**src/rtl/alu_rs_gen_if.sv**
```systemverilog
// Dispatch, common-data-bus and issue signals of the ALU reservation station.
// The station itself takes the slave view; the dispatcher/ALU side takes master.
interface alu_rs_gen_if #(
    parameter int DATA_W = 32,
    parameter int TAG_W  = 4,
    parameter int ADDR_W = 32,
    parameter int OP_W   = 6,
    parameter int CDB_N  = 2
);
    logic                    disp_valid_in;
    logic                    disp_ready_out;
    logic [DATA_W-1:0]       disp_a_in;
    logic [TAG_W-1:0]        disp_qj_in;
    logic [TAG_W-1:0]        disp_qk_in;
    logic [DATA_W-1:0]       disp_vj_in;
    logic [DATA_W-1:0]       disp_vk_in;
    logic [TAG_W-1:0]        disp_dest_in;
    logic [ADDR_W-1:0]       disp_pc_in;
    logic [OP_W-1:0]         disp_opcode_in;
    logic                    disp_use_k_in;
    logic [CDB_N-1:0]        cdb_valid_in;
    logic [CDB_N*TAG_W-1:0]  cdb_tag_in;
    logic [CDB_N*DATA_W-1:0] cdb_data_in;
    logic                    issue_valid_out;
    logic                    issue_ready_in;
    logic [DATA_W-1:0]       issue_a_out;
    logic [DATA_W-1:0]       issue_vj_out;
    logic [DATA_W-1:0]       issue_vk_out;
    logic [TAG_W-1:0]        issue_dest_out;
    logic [ADDR_W-1:0]       issue_pc_out;
    logic [OP_W-1:0]         issue_opcode_out;

    modport master (
        output disp_valid_in, disp_a_in, disp_qj_in, disp_qk_in, disp_vj_in, disp_vk_in,
               disp_dest_in, disp_pc_in, disp_opcode_in, disp_use_k_in,
               cdb_valid_in, cdb_tag_in, cdb_data_in, issue_ready_in,
        input  disp_ready_out, issue_valid_out, issue_a_out, issue_vj_out, issue_vk_out,
               issue_dest_out, issue_pc_out, issue_opcode_out
    );

    modport slave (
        input  disp_valid_in, disp_a_in, disp_qj_in, disp_qk_in, disp_vj_in, disp_vk_in,
               disp_dest_in, disp_pc_in, disp_opcode_in, disp_use_k_in,
               cdb_valid_in, cdb_tag_in, cdb_data_in, issue_ready_in,
        output disp_ready_out, issue_valid_out, issue_a_out, issue_vj_out, issue_vk_out,
               issue_dest_out, issue_pc_out, issue_opcode_out
    );
endinterface

```
**src/rtl/alu_rs_gen.sv**
```systemverilog
// ALU reservation station: DEPTH entries with CDB operand capture, age-matrix
// oldest-ready select and a back-pressure tolerant issue register.
module alu_rs_gen #(
    parameter int DEPTH  = 8,
    parameter int DATA_W = 32,
    parameter int TAG_W  = 4,
    parameter int ADDR_W = 32,
    parameter int OP_W   = 6,
    parameter int CDB_N  = 2
) (
    input  logic                       clk_in,
    input  logic                       rst_n_in,
    input  logic                       rdy_in,
    input  logic                       flush_in,
    alu_rs_gen_if.slave                rs,
    output logic [$clog2(DEPTH+1)-1:0] count_out
);
    localparam int IDX_W = (DEPTH > 1) ? $clog2(DEPTH) : 1;
    localparam int CNT_W = $clog2(DEPTH+1);

    logic [DEPTH-1:0]  busy;
    logic [DEPTH-1:0]  older [DEPTH];
    logic [DATA_W-1:0] e_a    [DEPTH];
    logic [TAG_W-1:0]  e_qj   [DEPTH];
    logic [DATA_W-1:0] e_vj   [DEPTH];
    logic [TAG_W-1:0]  e_qk   [DEPTH];
    logic [DATA_W-1:0] e_vk   [DEPTH];
    logic [TAG_W-1:0]  e_dest [DEPTH];
    logic [ADDR_W-1:0] e_pc   [DEPTH];
    logic [OP_W-1:0]   e_op   [DEPTH];

    logic              iss_vld_p1;
    logic [DATA_W-1:0] iss_a_p1, iss_vj_p1, iss_vk_p1;
    logic [TAG_W-1:0]  iss_dest_p1;
    logic [ADDR_W-1:0] iss_pc_p1;
    logic [OP_W-1:0]   iss_op_p1;

    logic [CNT_W-1:0]  cnt;
    logic              disp_rdy, disp_fire, iss_load, win_vld, blocked;
    logic [IDX_W-1:0]  free_idx, win_idx;
    logic [DEPTH-1:0]  cand;
    logic [DATA_W:0]   wk_j [DEPTH];
    logic [DATA_W:0]   wk_k [DEPTH];
    logic [DATA_W:0]   dj_hit, dk_hit;
    logic [TAG_W-1:0]  disp_qk_eff;

    // Returns {hit, data}; the reverse scan lets the lowest matching port win.
    function automatic logic [DATA_W:0] cdb_lookup(
        input logic [TAG_W-1:0]        tag,
        input logic [CDB_N-1:0]        vld,
        input logic [CDB_N*TAG_W-1:0]  tags,
        input logic [CDB_N*DATA_W-1:0] data
    );
        logic [DATA_W:0] r;
        r = '0;
        for (int p = CDB_N-1; p >= 0; p--) begin
            if (vld[p] && (tag != '0) && (tags[p*TAG_W +: TAG_W] == tag))
                r = {1'b1, data[p*DATA_W +: DATA_W]};
        end
        return r;
    endfunction

    always_comb begin
        cnt      = '0;
        free_idx = '0;
        for (int i = 0; i < DEPTH; i++)
            cnt = cnt + CNT_W'(busy[i]);
        for (int i = DEPTH-1; i >= 0; i--)
            if (!busy[i]) free_idx = IDX_W'(i);
    end

    assign count_out = cnt;
    assign disp_rdy  = (cnt < CNT_W'(DEPTH));
    assign disp_fire = rs.disp_valid_in && disp_rdy && rdy_in && !flush_in;

    always_comb begin
        cand = '0;
        for (int i = 0; i < DEPTH; i++)
            cand[i] = busy[i] && (e_qj[i] == '0) && (e_qk[i] == '0);
    end

    // Winner: a candidate that no other candidate is older than.
    always_comb begin
        win_idx = '0;
        win_vld = 1'b0;
        blocked = 1'b0;
        for (int i = DEPTH-1; i >= 0; i--) begin
            blocked = 1'b0;
            for (int j = 0; j < DEPTH; j++)
                if (cand[j] && older[j][i]) blocked = 1'b1;
            if (cand[i] && !blocked) begin
                win_idx = IDX_W'(i);
                win_vld = 1'b1;
            end
        end
    end

    assign iss_load = rdy_in && !flush_in && win_vld && (!iss_vld_p1 || rs.issue_ready_in);

    always_comb begin
        for (int i = 0; i < DEPTH; i++) begin
            wk_j[i] = cdb_lookup(e_qj[i], rs.cdb_valid_in, rs.cdb_tag_in, rs.cdb_data_in);
            wk_k[i] = cdb_lookup(e_qk[i], rs.cdb_valid_in, rs.cdb_tag_in, rs.cdb_data_in);
        end
        disp_qk_eff = rs.disp_use_k_in ? rs.disp_qk_in : '0;
        dj_hit = cdb_lookup(rs.disp_qj_in, rs.cdb_valid_in, rs.cdb_tag_in, rs.cdb_data_in);
        dk_hit = cdb_lookup(disp_qk_eff, rs.cdb_valid_in, rs.cdb_tag_in, rs.cdb_data_in);
    end

    // Stage p0: entry payload, wakeup capture and dispatch write (no reset, gated by busy).
    always_ff @(posedge clk_in) begin
        if (rdy_in && !flush_in) begin
            for (int i = 0; i < DEPTH; i++) begin
                if (busy[i] && wk_j[i][DATA_W]) begin
                    e_qj[i] <= '0;
                    e_vj[i] <= wk_j[i][DATA_W-1:0];
                end
                if (busy[i] && wk_k[i][DATA_W]) begin
                    e_qk[i] <= '0;
                    e_vk[i] <= wk_k[i][DATA_W-1:0];
                end
            end
            if (disp_fire) begin
                e_a[free_idx]    <= rs.disp_a_in;
                e_qj[free_idx]   <= dj_hit[DATA_W] ? '0 : rs.disp_qj_in;
                e_vj[free_idx]   <= dj_hit[DATA_W] ? dj_hit[DATA_W-1:0] : rs.disp_vj_in;
                e_qk[free_idx]   <= dk_hit[DATA_W] ? '0 : disp_qk_eff;
                e_vk[free_idx]   <= dk_hit[DATA_W] ? dk_hit[DATA_W-1:0] : rs.disp_vk_in;
                e_dest[free_idx] <= rs.disp_dest_in;
                e_pc[free_idx]   <= rs.disp_pc_in;
                e_op[free_idx]   <= rs.disp_opcode_in;
            end
        end
    end

    // Stage p1: occupancy, age matrix and issue register.
    always_ff @(posedge clk_in or negedge rst_n_in) begin
        if (!rst_n_in) begin
            busy        <= '0;
            for (int i = 0; i < DEPTH; i++) older[i] <= '0;
            iss_vld_p1  <= 1'b0;
            iss_a_p1    <= '0;
            iss_vj_p1   <= '0;
            iss_vk_p1   <= '0;
            iss_dest_p1 <= '0;
            iss_pc_p1   <= '0;
            iss_op_p1   <= '0;
        end else if (rdy_in) begin
            if (flush_in) begin
                busy       <= '0;
                iss_vld_p1 <= 1'b0;
            end else begin
                if (iss_load) begin
                    busy[win_idx] <= 1'b0;
                    iss_vld_p1    <= 1'b1;
                    iss_a_p1      <= e_a[win_idx];
                    iss_vj_p1     <= e_vj[win_idx];
                    iss_vk_p1     <= e_vk[win_idx];
                    iss_dest_p1   <= e_dest[win_idx];
                    iss_pc_p1     <= e_pc[win_idx];
                    iss_op_p1     <= e_op[win_idx];
                end else if (rs.issue_ready_in) begin
                    iss_vld_p1 <= 1'b0;
                end
                if (disp_fire) begin
                    busy[free_idx]  <= 1'b1;
                    older[free_idx] <= '0;
                    for (int j = 0; j < DEPTH; j++)
                        older[j][free_idx] <= busy[j];
                end
            end
        end
    end

    assign rs.disp_ready_out   = disp_rdy;
    assign rs.issue_valid_out  = iss_vld_p1;
    assign rs.issue_a_out      = iss_a_p1;
    assign rs.issue_vj_out     = iss_vj_p1;
    assign rs.issue_vk_out     = iss_vk_p1;
    assign rs.issue_dest_out   = iss_dest_p1;
    assign rs.issue_pc_out     = iss_pc_p1;
    assign rs.issue_opcode_out = iss_op_p1;
endmodule

```
**src/flat_wrapper.sv**
```systemverilog
// flat-port wrapper written by rule: the top's interface ports become plain ports
module alu_rs_gen_flat 
#(
    parameter int DEPTH  = 8,
    parameter int DATA_W = 32,
    parameter int TAG_W  = 4,
    parameter int ADDR_W = 32,
    parameter int OP_W   = 6,
    parameter int CDB_N  = 2
)
  (clk_in, rst_n_in, rdy_in, flush_in, count_out, rs_disp_valid_in, rs_disp_a_in, rs_disp_qj_in, rs_disp_qk_in, rs_disp_vj_in, rs_disp_vk_in, rs_disp_dest_in, rs_disp_pc_in, rs_disp_opcode_in, rs_disp_use_k_in, rs_cdb_valid_in, rs_cdb_tag_in, rs_cdb_data_in, rs_issue_ready_in, rs_disp_ready_out, rs_issue_valid_out, rs_issue_a_out, rs_issue_vj_out, rs_issue_vk_out, rs_issue_dest_out, rs_issue_pc_out, rs_issue_opcode_out);
  alu_rs_gen_if #(.DATA_W(DATA_W), .TAG_W(TAG_W), .ADDR_W(ADDR_W), .OP_W(OP_W), .CDB_N(CDB_N)) rs_i ();
  input  logic clk_in;
  input  logic rst_n_in;
  input  logic rdy_in;
  input  logic flush_in;
  output logic [$clog2(DEPTH+1)-1:0] count_out;
  input wire logic [$bits(rs_i.disp_valid_in)-1:0] rs_disp_valid_in;
  input wire logic [$bits(rs_i.disp_a_in)-1:0] rs_disp_a_in;
  input wire logic [$bits(rs_i.disp_qj_in)-1:0] rs_disp_qj_in;
  input wire logic [$bits(rs_i.disp_qk_in)-1:0] rs_disp_qk_in;
  input wire logic [$bits(rs_i.disp_vj_in)-1:0] rs_disp_vj_in;
  input wire logic [$bits(rs_i.disp_vk_in)-1:0] rs_disp_vk_in;
  input wire logic [$bits(rs_i.disp_dest_in)-1:0] rs_disp_dest_in;
  input wire logic [$bits(rs_i.disp_pc_in)-1:0] rs_disp_pc_in;
  input wire logic [$bits(rs_i.disp_opcode_in)-1:0] rs_disp_opcode_in;
  input wire logic [$bits(rs_i.disp_use_k_in)-1:0] rs_disp_use_k_in;
  input wire logic [$bits(rs_i.cdb_valid_in)-1:0] rs_cdb_valid_in;
  input wire logic [$bits(rs_i.cdb_tag_in)-1:0] rs_cdb_tag_in;
  input wire logic [$bits(rs_i.cdb_data_in)-1:0] rs_cdb_data_in;
  input wire logic [$bits(rs_i.issue_ready_in)-1:0] rs_issue_ready_in;
  output wire logic [$bits(rs_i.disp_ready_out)-1:0] rs_disp_ready_out;
  output wire logic [$bits(rs_i.issue_valid_out)-1:0] rs_issue_valid_out;
  output wire logic [$bits(rs_i.issue_a_out)-1:0] rs_issue_a_out;
  output wire logic [$bits(rs_i.issue_vj_out)-1:0] rs_issue_vj_out;
  output wire logic [$bits(rs_i.issue_vk_out)-1:0] rs_issue_vk_out;
  output wire logic [$bits(rs_i.issue_dest_out)-1:0] rs_issue_dest_out;
  output wire logic [$bits(rs_i.issue_pc_out)-1:0] rs_issue_pc_out;
  output wire logic [$bits(rs_i.issue_opcode_out)-1:0] rs_issue_opcode_out;
  assign rs_i.disp_valid_in = rs_disp_valid_in;
  assign rs_i.disp_a_in = rs_disp_a_in;
  assign rs_i.disp_qj_in = rs_disp_qj_in;
  assign rs_i.disp_qk_in = rs_disp_qk_in;
  assign rs_i.disp_vj_in = rs_disp_vj_in;
  assign rs_i.disp_vk_in = rs_disp_vk_in;
  assign rs_i.disp_dest_in = rs_disp_dest_in;
  assign rs_i.disp_pc_in = rs_disp_pc_in;
  assign rs_i.disp_opcode_in = rs_disp_opcode_in;
  assign rs_i.disp_use_k_in = rs_disp_use_k_in;
  assign rs_i.cdb_valid_in = rs_cdb_valid_in;
  assign rs_i.cdb_tag_in = rs_cdb_tag_in;
  assign rs_i.cdb_data_in = rs_cdb_data_in;
  assign rs_i.issue_ready_in = rs_issue_ready_in;
  assign rs_disp_ready_out = rs_i.disp_ready_out;
  assign rs_issue_valid_out = rs_i.issue_valid_out;
  assign rs_issue_a_out = rs_i.issue_a_out;
  assign rs_issue_vj_out = rs_i.issue_vj_out;
  assign rs_issue_vk_out = rs_i.issue_vk_out;
  assign rs_issue_dest_out = rs_i.issue_dest_out;
  assign rs_issue_pc_out = rs_i.issue_pc_out;
  assign rs_issue_opcode_out = rs_i.issue_opcode_out;
  alu_rs_gen #(.DEPTH(DEPTH), .DATA_W(DATA_W), .TAG_W(TAG_W), .ADDR_W(ADDR_W), .OP_W(OP_W), .CDB_N(CDB_N)) u_core (.clk_in(clk_in), .rst_n_in(rst_n_in), .rdy_in(rdy_in), .flush_in(flush_in), .rs(rs_i), .count_out(count_out));
endmodule
```
**config.mk**
```make
export PLATFORM = sky130hd
export DESIGN_NAME = alu_rs_gen_flat
export DESIGN_NICKNAME = d
export VERILOG_FILES = /design/src/rtl/alu_rs_gen_if.sv /design/src/rtl/alu_rs_gen.sv /design/src/flat_wrapper.sv
export SDC_FILE = /design/constraint.sdc
export NUM_CORES = 2
export LEC_CHECK = 0
export CORE_MARGIN = 2
export CORE_UTILIZATION = 40
export DETAILED_ROUTE_END_ITERATION = 16
export HOLD_SLACK_MARGIN = 0.12
export PLACE_DENSITY = 0.61
export SETUP_SLACK_MARGIN = 0.4
export SYNTH_ARGS = -nofsm -noshare
export SYNTH_HDL_FRONTEND = slang
export SYNTH_SLANG_ARGS = --single-unit
```
**constraint.sdc**
```tcl
create_clock -name clk_in -period 6.7 [get_ports clk_in]
set_input_delay 1.005 -clock clk_in [delete_from_list [all_inputs] [get_ports clk_in]]
set_output_delay 1.005 -clock clk_in [all_outputs]
set_load 0.005 [all_outputs]
```
# Word-level counts from Yosys, hierarchy flattened
# Memories as Yosys holds them, arrays and structs flattened. A register that Yosys moved wholly into a read port is not among the register bits.
# Cells that the tools add are included.
# totals
register_bits,73
latch_bits,0
mem_bits_rw,1168
rom_bits,0
in_bits,227
output_inout_bits,144
elab_cells,517
n_memories,8
# memory_table
name,depth,word_bits,read_ports,rd_ports_with_merged_regs,wr,line_no,rtl
u_core.e_a,8,32,1,1,1,alu_rs_gen.sv:23,logic [DATA_W-1:0] e_a [DEPTH];
u_core.e_pc,8,32,1,1,1,alu_rs_gen.sv:29,logic [ADDR_W-1:0] e_pc [DEPTH];
u_core.e_vj,8,32,1,1,9,alu_rs_gen.sv:25,logic [DATA_W-1:0] e_vj [DEPTH];
u_core.e_vk,8,32,1,1,9,alu_rs_gen.sv:27,logic [DATA_W-1:0] e_vk [DEPTH];
u_core.e_op,8,6,1,1,1,alu_rs_gen.sv:30,logic [OP_W-1:0] e_op [DEPTH];
u_core.e_dest,8,4,1,1,1,alu_rs_gen.sv:28,logic [TAG_W-1:0] e_dest [DEPTH];
2 more memories,n/a,n/a,n/a,n/a,n/a,n/a,
# op_classes
add_sub_neg,7
mul,0
div,0
magnitude_cmp,7
n_eq_ne,36
n_shift,0
mux,202
n_bitwise,7
n_reduce_logical,240
# ops
cell,n
2-to-1 mux 33 bit,36
logical AND 1 bit,185
== test 4 bit,36
2-to-1 mux 1 bit,128
nonzero test 4 bit,18
AND 64 bit,1
bitwise mux 8 bit,8
zero test 4 bit,16
2-to-1 mux 32 bit,2
NOT 64 bit,1
2-to-1 mux 3 bit,16
2-to-1 mux 8 bit,6
adder 4 x 1 -> 4 bit,6
demux 8 bit (select 3 bit),1
zero test 1 bit,16
2-to-1 mux 4 bit,3
AND 8 bit,1
"less-than comparator 3 x 4 -> 1 bit, second input constant",2
NOT 8 bit,1
bitwise OR 8 bit,1
demux 1 bit (select 3 bit),2
">= comparator 3 x 1 -> 1 bit, second input constant",2
AND reduction 3 bit,2
">= comparator 4 bit, second input constant",1
other kinds (8),8

# Longest topological paths before layout
# An unclocked memory read counts as a cell.
# logic_depth
word_depth,35
mapped_depth,20
ltp_nobuf,16

# Worst setup path before layout
# OpenSTA, ideal clock, no wires.
# synth_path
kind,register -> register
startpoint,reg u_core.busy[4]
endpoint,"mem u_core.e_a[0][0], enable pin"
setup_ns,0.467
arrival_ns,6.121
required_ns,6.233
setup_slack_ns,0.112
stages_incl_launch_ff,18
n_path_buf,6
synth_period_minus_slack_ns,6.588
path_cell_list,dfrtp_1 -> clkbuf_1 -> clkbuf_1 -> inv_1 -> fa_1 -> fa_1 -> inv_1 -> fa_1 -> a21o_1 -> nand2_1 -> and3_1 -> clkbuf_1 -> o21ai_0 -> nand2b_1 -> clkbuf_1 -> clkinv_1 -> clkbuf_1 -> clkbuf_1
# synth_between
elab_chain_len,11
elab_cells_between_ends,16
classes_between,add/sub: 4; order compare: 1; mux: 8; reduce/logical: 3
# synth_rtl
element,line_no,rtl
start: declaration,alu_rs_gen.sv:21,logic [DEPTH-1:0] busy;
start signal: assignment,alu_rs_gen.sv:139,busy <= '0;
start signal: assignment,alu_rs_gen.sv:150,busy <= '0;
start signal: indexed assignment,alu_rs_gen.sv:154,busy[win_idx] <= 1'b0;
adder 4 x 1 -> 4 bit (4 in a row),alu_rs_gen.sv:67,cnt = cnt + CNT_W'(busy[i]);
less-than comparator 4 bit,alu_rs_gen.sv:73,assign disp_rdy = (cnt < CNT_W'(DEPTH));
named net rs_disp_ready_out,flat_wrapper.sv:32,output wire logic [$bits(rs_i.disp_ready_out)-1:0] rs_disp_ready_out;
logical AND 1 bit (3 in a row),alu_rs_gen.sv:74,assign disp_fire = rs.disp_valid_in && disp_rdy && rdy_in && !flush_in;
2-to-1 mux 1 bit,alu_rs_gen.sv:123,if (disp_fire) begin
2-to-1 mux 1 bit,alu_rs_gen.sv:112,if (rdy_in && !flush_in) begin
2-to-1 mux 1 bit (not written as such),alu_rs_gen.sv:124,e_a[free_idx] <= rs.disp_a_in;
end: declaration,alu_rs_gen.sv:23,
# The timed path passes the listed nets, and every way through them passes these cells.

==> summary.txt <==
GRT
  • First-pass GRT wire length: approximately 380,000 um
  • Total GRT Usage: 29.6%
  • Initial antenna violation count: 18
  • Grt ovf: 0
  • Number of global-route vias before repair: 52.8k
  • Pin count of the biggest net entering global routing: 149

Logic synthesis
  • Largest family of logic cells by synthesized area: compound AO/OA/AOI/OAI gates
  • Seq/Total Area, Yosys: 58.8%
  • Xor/xnor share of the synthesized area: 1.60%
  • Yosys Warn Count: 0
  • Post-Syn Area: 68,600 sq um
  • Most used DFF post-synth: edfxtp_1
  • Compound-Gate Fraction of Synth Area: 14.3%
  • Mapped Cells: 5,957
  • Post-Synth Adder-Cell Area: less than 1%
  • Multiplexer area fraction after synthesis: 8.54%
  • Seq cells post-synth: 1,379
  • Post-synthesis simple-gate area fraction: 12.0%
  • Post-synth EDFFs: 1,168
  • Mean Syn Cell Area: 11.5 sq um
  • Netlist cell types: 81
  • Syn Nets: ~6.2k
  • Asr flop ratio synth: roughly 15%

Placement
  • Pre-CTS setup slack: 1.42 ns
  • Final GP Congestion: 0.935
  • PortBufs: 370
  • Hpwl dp: between 150,000 and 200,000 um

Layout
  • Area growth syn-to-layout: 16.5%
  • Commonest non-fill, non-tap cells in the layout: 1,168 x edfxtp_1, 687 x nand2_1, 583 x mux2i_1
  • Commonest non-fill, non-tap cell in the layout: edfxtp_1
  • Layout cells sized above 1: 9.44%
  • Final net count: 6,263

Clock tree
  • Clock Latency Late Sink: between 0.8 and 0.9 ns
  • Setup Fix Bufs, Post-CTS: 0
  • H-Tree Level Count: 4
  • Cts-stage hold buffer count: 0
  • CTS clk-pin slew, worst paths: 0.06 ns
  • CTS buffer count: 157
  • Root Buffer: clkbuf_16
  • CTS tree: yes
  • Max Root-Sink Buffers: 3
  • CTS sink count: between 1k and 1.5k
  • Cts repair resizes: 0

Timing
  • Setup violators final: 0
  • Hold WS: 0.233 ns
  • FMAX: approximately 0.19 GHz
  • Slack of the critical path: between 1 and 1.5 ns
  • Final min period: ~5.4 ns
  • Final Hold Vio Count: 0
  • Slew Limit Fails: 0
  • Slew @ Worst Pin: between 1 and 1.5 ns
  • Final Skew: 0.0427 ns
  • Slew margin rel.: between 10% and 20%
  • Fin crit share: 80.1%
  • RSZ-0062 raised after global routing: false
  • Final setup TNS: 0 ns

Drt
  • Total Wirelength: between 200,000 and 300,000 um
  • Per-cell routed wire length: ~32 um
  • Detailed-route DRC error count: 0
  • Drt via density: 6.50
  • Initial drt markers: 8,485
  • DR vias: 54.5k
  • Antenna Nets Post-Route: 0
  • Pre-antenna DRT Iters: 8

Setup path
  • R2r setup slk: 1.34 ns
  • Worst r2r src: u_core.busy[0]
  • Worst Reg2Reg Path Length in Cells: 15
  • Max FO, Critical Path: 70
  • Worst Setup Start Kind: flip-flop
  • FF-to-FF End: u_core.e_vk[1][14]
  • Setup Crit Path Kind: flip-flop to flip-flop
  • CP arrival: 6.01 ns
  • Crit end category: flip-flop
  • Required time of the critical path: 7.35 ns

Die
  • Initial Util: 40.4%
  • Core area: 170,000 sq um
  • Die X-Extent: approximately 420 um
  • Die Height: roughly 420 um
  • Die area: between 150,000 and 200,000 sq um
  • # rows: 151
  • # IOs: between 300 and 400

Run status
  • Status: finished clean

Pwr
  • Leak: approximately 26 nW
  • Worst VDD drop: about 0.25 mV
  • Pwr/cell area: 283 nW/um^2

Min path
  • Hold crit path type: primary input to async pin

Job
  • Maxcap violations: 0
==> worst max path at each step <==
stage	start	end
finish	u_core.busy[0]	u_core.e_vk[1][14]
global route	u_core.busy[0]	u_core.e_vk[1][14]
CTS	u_core.busy[0]	u_core.e_vk[1][20]
detailed placement	u_core.busy[0]	u_core.e_vk[1][6]
global placement	u_core.busy[0]	u_core.e_vk[1][3]
floorplan	u_core.busy[4]	u_core.e_a[4][0]
==> layer usage <==
layer  vias to the layer above  track usage (%)  wire length (um)
met3                       767             6.06             27900
met5                         -                0                67
met4                        10             13.8             13300
li1                      23000                -                 -
met2                      3716             46.5            121000
met1                     27100             39.4            104000
==> stage by stage <==
stage	instance area (sq um)	util, %	power (mW)	std cells
after floorplan	68600	-	11.9	5957
after global placement	74700	44.0	14.1	8088
after detailed placement	74700	44.0	14.1	8088
after CTS	79900	47.0	22.7	8383
after global routing	79900	47.0	23.3	8383
final	79900	47.1	22.6	8389
==> flip-flops by register name, indices dropped and copies added, names as in the netlist, named ones only <==
signal,cells
u_core.busy,8
u_core.e_a,256
u_core.e_dest,32
u_core.e_op,48
u_core.e_pc,256
u_core.e_qj,32
u_core.e_qk,32
u_core.e_vj,256
u_core.e_vk,256
u_core.older,56
u_core.rs.issue_a_out,32
u_core.rs.issue_dest_out,4
u_core.rs.issue_opcode_out,6
u_core.rs.issue_pc_out,32
u_core.rs.issue_valid_out,1
u_core.rs.issue_vj_out,32
u_core.rs.issue_vk_out,32
==> logic make-up after synthesis <==
kind of cell,after synthesis
buffers and inverters,754
xor gates and xnor gates,125
adders and majority gates,7
DFF,1379
AOI/OAI and AO/OA,1412
and+or+nand+nor,1695
muxes,585
==> final cells by class <==
cell class | count | area (sq um)
Multi-Input combinational cell | 3824 | 25600
Sequential cell | 1379 | 40400
Fill cell | 15100 | 89900
Antenna cell | 6 | 15.0
Tap cell | 2218 | 2780
Timing Repair Buffer | 574 | 5620
Clock inverter | 77 | 783
Inverter | 93 | 399
Clock buffer | 218 | 4390
==> worst max-delay path, stage by stage, from the launching register on <==
cell and delay, ns:
dfrtp_1 0.48, ha_1 0.33, inv_1 0.07, fa_1 0.43, fa_1 0.50, inv_1 0.05, fa_1 0.41, a21o_1 0.20
nand2_1 0.12, and3_1 0.42, o21ai_0 0.30, or2_2 0.60, inv_8 0.50, buf_12 0.38, a221oi_1 0.11, a21oi_1 0.21
==> Yosys cell counts, types with 40 or more instances <==
cell	number	area share (%)
edfxtp_1	1168	51
nand2_1	699	3.8
mux2i_1	583	8.5
clkbuf_1	456	2.5
nand3_1	304	2.2
o21ai_0	225	1.6
dfrtp_1	211	7.7
o31ai_1	192	2.1
nor2_1	172	0.94
o21ai_1	168	1.2
a21oi_1	142	1.0
a222oi_1	132	1.9
or3_1	132	1.2
buf_2	114	0.83
nand4_1	106	0.97
inv_1	89	0.49
a31oi_1	83	0.76
and3_1	82	0.75
o211ai_1	77	0.84
a21boi_0	72	0.79
a32oi_1	70	0.89
xnor2_1	69	0.88
a221oi_1	68	0.87
o22ai_1	64	0.58
buf_1	58	0.32
nor4_1	56	0.51
xor2_1	56	0.72
nor3_1	40	0.29
==> report_power, final <==
| group | internal (mW) | total [mW] | switching [mW] |
|---|---|---|---|
| Combinational | 1.59 | 3.79 | 2.20 |
| Clock | 4.92 | 8.67 | 3.75 |
| Sequential | 9.77 | 10.2 | 0.416 |
(Power assumes the default switching activity.)
